===== src/rtl/qed_dup_encoder.sv =====
// rtl/qed_dup_encoder.sv - QED EDDI-V duplicate instruction encoder
//
// Passes original LW/SW/ALU-imm/ALU-reg instructions through to the core and
// queues their register- and memory-remapped duplicates. The queued duplicates
// are replayed in program order on flush or when the queue fills.
//
// Optional feature macro: QED_ILLEGAL_CNT_EN adds the illegal_count output.
//
// Ports:
//   clk, rst          clock, synchronous active-high reset
//   in_valid/in_ready original instruction handshake, in_instruction payload
//   flush             single-cycle drain request
//   out_valid/out_ready, out_instruction, out_is_dup  instruction to the core
//   dup_count         duplicate queue occupancy
//   illegal_flag      sticky, an unsupported or out-of-range original was seen
//   illegal_count     (QED_ILLEGAL_CNT_EN) saturating count of illegal originals
module qed_dup_encoder #(
  parameter int          DEPTH      = 8,
  parameter logic [11:0] MEM_OFFSET = 12'h400
) (
  input  logic                     clk,
  input  logic                     rst,
  input  logic                     in_valid,
  input  logic [31:0]              in_instruction,
  output logic                     in_ready,
  input  logic                     flush,
  output logic                     out_valid,
  output logic [31:0]              out_instruction,
  output logic                     out_is_dup,
  input  logic                     out_ready,
  output logic [$clog2(DEPTH):0]   dup_count,
`ifdef QED_ILLEGAL_CNT_EN
  output logic [15:0]              illegal_count,
`endif
  output logic                     illegal_flag
);

  localparam int AW = $clog2(DEPTH);
  localparam int CW = AW + 1;
  localparam logic [31:0] NOP = 32'h0000_0013;

  typedef enum logic {ORIG, DRAIN} state_t;

  state_t         state_q, state_d;
  logic           out_valid_q, out_valid_d;
  logic [31:0]    out_instr_q, out_instr_d;
  logic           out_is_dup_q, out_is_dup_d;
  logic           illegal_q, illegal_d;
  logic [CW-1:0]  count_q, count_d;
  logic [AW-1:0]  wr_ptr_q, rd_ptr_q;
  logic [31:0]    mem_q [DEPTH];

  // Decode of the offered original
  logic [6:0]  opcode;
  logic [4:0]  rd, rs1, rs2;
  logic [2:0]  funct3;
  logic        is_lw, is_sw, is_alui, is_alur, supported;
  logic        uses_rd, uses_rs2, legal;
  logic [11:0] mem_imm;
  logic [31:0] dup_instr;

  function automatic logic [4:0] remap(input logic [4:0] r);
    return (r == 5'd0) ? r : (r | 5'd16);
  endfunction

  always_comb begin
    opcode    = in_instruction[6:0];
    rd        = in_instruction[11:7];
    funct3    = in_instruction[14:12];
    rs1       = in_instruction[19:15];
    rs2       = in_instruction[24:20];
    is_lw     = (opcode == 7'b0000011) && (funct3 == 3'b010);
    is_sw     = (opcode == 7'b0100011) && (funct3 == 3'b010);
    is_alui   = (opcode == 7'b0010011);
    is_alur   = (opcode == 7'b0110011);
    supported = is_lw || is_sw || is_alui || is_alur;
    uses_rd   = is_lw || is_alui || is_alur;
    uses_rs2  = is_sw || is_alur;
    // Only x0..x15 are legal in originals; x16..x31 are reserved for duplicates.
    legal     = supported && !(uses_rd && rd[4]) && !rs1[4] && !(uses_rs2 && rs2[4]);

    mem_imm   = (is_sw ? {in_instruction[31:25], in_instruction[11:7]}
                       : in_instruction[31:20]) + MEM_OFFSET;

    dup_instr        = in_instruction;
    dup_instr[19:15] = remap(rs1);
    if (uses_rd)  dup_instr[11:7]  = remap(rd);
    if (uses_rs2) dup_instr[24:20] = remap(rs2);
    if (is_lw)    dup_instr[31:20] = mem_imm;
    if (is_sw) begin
      dup_instr[31:25] = mem_imm[11:5];
      dup_instr[11:7]  = mem_imm[4:0];
    end
  end

  logic          load_en, fifo_full, accept, push, pop;
  logic [CW-1:0] count_after;

  always_comb begin
    state_d      = state_q;
    out_valid_d  = out_valid_q;
    out_instr_d  = out_instr_q;
    out_is_dup_d = out_is_dup_q;
    illegal_d    = illegal_q;
    in_ready     = 1'b0;
    accept       = 1'b0;
    push         = 1'b0;
    pop          = 1'b0;
    load_en      = !out_valid_q || out_ready;
    fifo_full    = (count_q == CW'(DEPTH));
    count_after  = count_q;

    case (state_q)
      ORIG: begin
        in_ready = !fifo_full && load_en;
        accept   = in_valid && in_ready;
        if (accept) begin
          out_valid_d  = 1'b1;
          out_is_dup_d = 1'b0;
          out_instr_d  = legal ? in_instruction : NOP;
          push         = legal;
          if (!legal) illegal_d = 1'b1;
        end else if (load_en) begin
          out_valid_d = 1'b0;
        end
        count_after = push ? count_q + CW'(1) : count_q;
        if ((flush && count_after != '0) || count_after == CW'(DEPTH))
          state_d = DRAIN;
      end
      DRAIN: begin
        if (load_en) begin
          if (count_q != '0) begin
            pop          = 1'b1;
            out_valid_d  = 1'b1;
            out_is_dup_d = 1'b1;
            out_instr_d  = mem_q[rd_ptr_q];
            if (count_q == CW'(1)) state_d = ORIG;
          end else begin
            out_valid_d = 1'b0;
            state_d     = ORIG;
          end
        end
      end
      default: state_d = ORIG;
    endcase

    count_d = count_q;
    if (push)     count_d = count_q + CW'(1);
    else if (pop) count_d = count_q - CW'(1);
  end

  always_ff @(posedge clk) begin
    if (rst) begin
      state_q      <= ORIG;
      out_valid_q  <= 1'b0;
      out_instr_q  <= '0;
      out_is_dup_q <= 1'b0;
      illegal_q    <= 1'b0;
      count_q      <= '0;
      wr_ptr_q     <= '0;
      rd_ptr_q     <= '0;
    end else begin
      state_q      <= state_d;
      out_valid_q  <= out_valid_d;
      out_instr_q  <= out_instr_d;
      out_is_dup_q <= out_is_dup_d;
      illegal_q    <= illegal_d;
      count_q      <= count_d;
      if (push) wr_ptr_q <= wr_ptr_q + AW'(1);
      if (pop)  rd_ptr_q <= rd_ptr_q + AW'(1);
    end
  end

  // Queue storage needs no reset; occupancy and pointers define validity.
  always_ff @(posedge clk) begin
    if (push) mem_q[wr_ptr_q] <= dup_instr;
  end

`ifdef QED_ILLEGAL_CNT_EN
  logic [15:0] illegal_count_q, illegal_count_d;

  always_comb begin
    illegal_count_d = illegal_count_q;
    if (accept && !legal && illegal_count_q != 16'hFFFF)
      illegal_count_d = illegal_count_q + 16'd1;
  end

  always_ff @(posedge clk) begin
    if (rst) illegal_count_q <= '0;
    else     illegal_count_q <= illegal_count_d;
  end

  assign illegal_count = illegal_count_q;
`endif

  assign out_valid       = out_valid_q;
  assign out_instruction = out_instr_q;
  assign out_is_dup      = out_is_dup_q;
  assign dup_count       = count_q;
  assign illegal_flag    = illegal_q;

endmodule

===== config.mk =====
export PLATFORM = sky130hd
export DESIGN_NAME = qed_dup_encoder
export DESIGN_NICKNAME = d
export VERILOG_FILES = /design/src/rtl/qed_dup_encoder.sv
export SDC_FILE = /design/constraint.sdc
export NUM_CORES = 1
export LEC_CHECK = 0
export ABC_AREA = 1
export CORE_ASPECT_RATIO = 1.4
export CORE_MARGIN = 2
export CORE_UTILIZATION = 59
export DETAILED_ROUTE_END_ITERATION = 8
export PLACE_DENSITY = 0.79
export SYNTH_ARGS = -nofsm -noshare
export SYNTH_HDL_FRONTEND = slang
export SYNTH_SLANG_ARGS = --single-unit

===== constraint.sdc =====
create_clock -name clk -period 5.38 [get_ports clk]
set_input_delay 0.807 -clock clk [delete_from_list [all_inputs] [get_ports clk]]
set_output_delay 0.807 -clock clk [all_outputs]
set_load 0.1 [all_outputs]

* After elaboration in Yosys (flattened, before gate mapping)
Memories as Yosys holds them, arrays and structs flattened. A register that Yosys moved wholly into a read port is not among the register bits.
Cells that the tools add are included.
** Storage, ports and cells
- Bits in registers :: 46
- Bits in writable memories :: 256
- Output and inout port bits :: 40
- Word-level logic and storage cells :: 101
- Memories kept :: 1
** Cells by class
- Add/sub/neg operators :: 5
- Equal/unequal tests :: 12
- Mux-type cells :: 41
- Bitwise logic cells :: 2
- Reductions and logical operators :: 32
** Memory list
- mem_q :: words 8, width 32, rd ports 1, clocked after memory_dff 1, write ports 1, line 51 : logic [31:0] mem_q [DEPTH];
** Operators by type and width (count)
- $mux 32 :: 4
- $pmux 32 s2 :: 1
- $mux 5 :: 7
- $mux 1 :: 19
- $logic_not 5->1 :: 3
- $eq 7x6->1 const B :: 2
- $add 12x11->12 const B :: 1
- $mux 12 :: 1
- $mux 4 :: 3
- $logic_and 1x1->1 :: 10
- $eq 4x4->1 const B :: 2
- $logic_or 1x1->1 :: 8
- $reduce_bool 4->1 :: 2
- $eq 7x2->1 const B :: 1
- $eq 7x5->1 const B :: 1
- $mux 7 :: 1
- $add 3x1->3 const B :: 2
- $mux 3 :: 2
- $pmux 1 s2 :: 3
- $reduce_and 3->1 :: 2
- $logic_not 1->1 :: 5
- $add 4x1->4 const B :: 1
- $eq 4x1->1 const B :: 1
- $ne 2x1->1 const B :: 2
- other kinds (7) :: 8

* Logic depth before layout (Yosys ltp)
- Depth after elaboration :: 17
- Mapped depth :: 12

* Worst setup path after synthesis
No wires, ideal clock.
- Path kind :: reg-to-reg
- Start point :: reg count_q[0], in the netlist dup_count[0]
- End point :: mem mem_q[5][0], enable pin
- Setup time :: 461 ps
- Arrival time :: 4421 ps
- Required time :: 4919 ps
- Path slack :: 498 ps
- Stages on the path, launching flop included :: 10
- Clock period less this slack :: 4882 ps
- Cells stage by stage :: dfxtp_1 -> inv_1 -> ha_1 -> nand3_2 -> nand3_2 -> nor2_4 -> nand4_4 -> inv_2 -> nand2_2 -> nor3_1
** On the way
- Longest elaborated chain between the ends :: 9
** Ends and longest elaborated chain
- from (decl) :: line 49 : logic [CW-1:0] count_q, count_d;
- from (signal assigned) :: line 168 : count_q <= count_d;
- $eq 4x4->1 :: line 110 : fifo_full = (count_q == CW'(DEPTH));
- $logic_not 1->1 :: line 115 : in_ready = !fifo_full && load_en;
- $logic_and 1x1->1 :: line 115
- $logic_and 1x1->1 :: line 116 : accept = in_valid && in_ready;
- $mux 1 :: line 117 : if (accept) begin
- $mux 1 (2 in series) :: line 113 : case (state_q)
- $mux 1 :: line 176 : if (push) mem_q[wr_ptr_q] <= dup_instr;
- $mux 1 (implied by the code) :: line 176
- to (decl) :: line 51
Every way passes these cells. The select of a mux whose other input is x is not followed.

* Worst setup path after layout
- Start point :: in out_ready
- End point :: out in_ready
** On the way
- Longest elaborated chain between the ends :: 3
** Ends and longest elaborated chain
- from (decl) :: line 30 : input logic out_ready,
- $logic_or 1x1->1 :: line 109 : load_en = !out_valid_q || out_ready;
- $logic_and 1x1->1 :: line 115
- $mux 1 :: line 113
- to (decl) :: line 25 : output logic in_ready,
Every way passes these cells.

==> summary.txt <==
Setup path
  • Crit Path Max Fanout: 5
  • CP startpoint kind: primary input
  • Setup CP Type: in2out
  • Arr. time, crit path: 2.76 ns
  • FF-to-FF setup slack: 2.44 ns
  • RR Startpoint: state_q$_SDFF_PP0_
  • R2R depth: 6
  • Worst R2R End: out_instruction[0]$_SDFFE_PP0P_
  • Crit path capture type: primary output
  • Worst EP required: 4.57 ns

STA
  • Setup_tns: 0 ns
  • Post-route setup slack: 1.81 ns
  • Tcrit/Tclk final: 66.3%
  • FMAX: 280 MHz
  • Hold slack: 0.435 ns
  • Final count of pins violating max slew: 0
  • Slew @ Worst Pin: 1.01 ns
  • Slew headroom: 32.5%
  • Final Setup Violations: 0
  • Clock skew: 0.00632 ns
  • Post-layout min period: 3.57 ns
  • RSZ-0062 raised after global routing: no
  • Final hold violation count: 0

Layout
  • Area Overhead vs Synth: 15.2%
  • Most common cell after layout, fill and taps aside: edfxtp_1
  • Fillers: 1,474
  • Commonest non-fill, non-tap cells in the layout: edfxtp_1 (256), nor2_1 (197), o21ai_0 (156)
  • # diodes: 0
  • Layout cell share with drive strength beyond 1: 11.2%
  • Nets: 1,131

Synth
  • Post-synth EDFFs: 256
  • Synthesis Warnings: 0
  • FF+latch count, synth: 305
  • Synthesized cell area: 12,500 um^2
  • Yosys cell types: 39
  • Async S/R FF share, synth: 0%
  • Synth Area per Inst: 12.1 um^2
  • Yosys top cell by area: edfxtp_1
  • Synth top area share: 61.4%
  • Gate Count Post-Synth: 1,035
  • Synth area leaders: edfxtp_1 (61%), dfxtp_1 (7.8%), o21ai_0 (6.2%)
  • Most used DFF post-synth: edfxtp_1
  • Post-Syn Nets: 1,077
  • Seq/Total Area, Yosys: 69.3%

Clock tree
  • CTS Root Cell: clkbuf_16
  • Post-CTS resize count: 0
  • CTS sink count: 305
  • Clock slew at reported path FFs: 0.06 ns
  • Total CTS buffers: 28
  • CTS tree: yes
  • Clk_lat worst skew: 0.54 ns
  • CTS Hold Bufs: 0
  • H-tree depth: 1
  • CTS max path bufs: 3
  • Setup repair bufs after CTS: 0

Global routing
  • GRT Total Usage: 25.5%
  • Gr ovfl total: 0
  • Initial antenna violation count: 0
  • Largest net degree at the start of global routing: 84
  • First-pass GRT wire length: 44.3 mm
  • Number of global-route vias before repair: 8,194

Die
  • Starting Density: 59.7%
  • Ports: 77
  • Die area: 22,400 um^2
  • FP Rows: 63
  • Core area: 21,000 um^2
  • Die Wd: 127 um
  • Die height: 176 um

Routing
  • Initial DRC count: 729
  • Vias/cell: 6.05
  • Post-route ant nets: 0
  • Routed WL: 28.2 mm
  • Routed len/inst: 20.5 um
  • DRC: 0
  • DRT Pass-1 Iters: 5
  • Vias: 8,294

Placed design
  • DP HPWL: 16.2 mm
  • Port Buffers: 76
  • Dpl ws: 1.81 ns
  • GP Congestion: 0.846

Power
  • Leakage: 4.68 nW
  • Worst VDD drop: 0.000319 V
  • Pwr per Cell Area: 343 nW/um^2

Job
  • Max-Cap Viols: 0

Min path
  • Worst Hold Depth: 1
  • HP Start: rd_ptr_q[2]$_SDFFE_PP0P_
  • Hold Path Class: reg2reg

Run status
  • Status: completed
flip-flops by register name, indices dropped and copies added, names as in the netlist, named ones only:
signal	count
mem_q	256
out_instruction	32
dup_count	4
rd_ptr_q	3
wr_ptr_q	3
illegal_flag	1
out_is_dup	1
out_valid	1
state_q	1
worst max-delay path by stage:
| stage | start | to | slack, ns | cells after the start |
|---|---|---|---|---|
| floorplan | dup_count[0]$_SDFFE_PP0P_ | mem_q[5][0]$_DFFE_PP_ | 0.50 | 9 |
| global placement | out_ready | in_ready | 1.82 | 6 |
| detailed placement | in_instruction[0] | mem_q[1][15]$_DFFE_PP_ | 1.81 | 10 |
| CTS | out_ready | in_ready | 1.81 | 6 |
| global route | dup_count[0]$_SDFFE_PP0P_ | in_ready | 1.68 | 6 |
| finish | out_ready | in_ready | 1.81 | 6 |
worst max-delay path: stages:
cell and delay (ns):
clkdlybuf4s50_1 0.45, inv_1 0.04, nand2_1 0.16, nand2_1 0.08, nor2_1 0.08, clkdlybuf4s50_1 1.15
metal layers:
metal  GRT usage (%)  vias up  routed length [um]
met3            3.12       87                1920
met1            33.1     4007               10800
li1                -     3865                   -
met2            43.5      335               14300
met5               0        -                   0
met4            11.4        0                1200
area by class of cell:
type	count	area (um^2)	area share, %
clock buffers	36	772	5.36
multi-input cells	621	3390	23.5
repair buffers	99	933	6.48
inverters	34	129	0.894
flip-flops and latches	305	8680	60.2
clock inverters	16	191	1.33
well taps	260	325	2.26
cells by family after synthesis:
group | share of synthesized area [%]
compound gates | 13.2
xor+xnor | 0.420
fa+ha+maj | 0.500
buf+inv | 3.99
flops | 69.3
mux | 0.480
simple gates | 12.2
power breakdown:
part	total (mW)	internal (mW)	leakage [nW]	switching, mW
Sequential	2.58	2.57	2.71	0.0114
Clock	2.05	1.21	0.474	0.842
Combinational	0.304	0.0730	1.50	0.231
metrics by stage:
stage / total power [mW] / cells / utilization (%) / instance area, um^2
finish: 4.94 / 1371 / 68.7 / 14400
global route: 5.05 / 1371 / 68.7 / 14400
CTS: 4.95 / 1371 / 68.7 / 14400
detailed placement: 2.94 / 1319 / 64.2 / 13500
global placement: 2.93 / 1319 / 64.2 / 13500
floorplan: 2.83 / 1035 / - / 12500
cells in the mapped netlist (5+ instances only):
| cell | instances |
|---|---|
| a31oi_1 | 26 |
| xor2_1 | 5 |
| buf_2 | 22 |
| inv_1 | 25 |
| nand3_1 | 32 |
| buf_1 | 8 |
| o211ai_1 | 56 |
| nand3_2 | 19 |
| clkbuf_1 | 33 |
| ha_1 | 5 |
| o21ai_0 | 156 |
| dfxtp_1 | 49 |
| nor2_1 | 197 |
| nand2_2 | 7 |
| inv_2 | 7 |
| edfxtp_1 | 256 |
| a21oi_1 | 16 |
| mux2i_1 | 6 |
| o221ai_1 | 6 |
| o21ai_1 | 21 |
| buf_4 | 9 |
| nand2_1 | 37 |
| nor3_1 | 9 |
(Power assumes the default switching activity.)
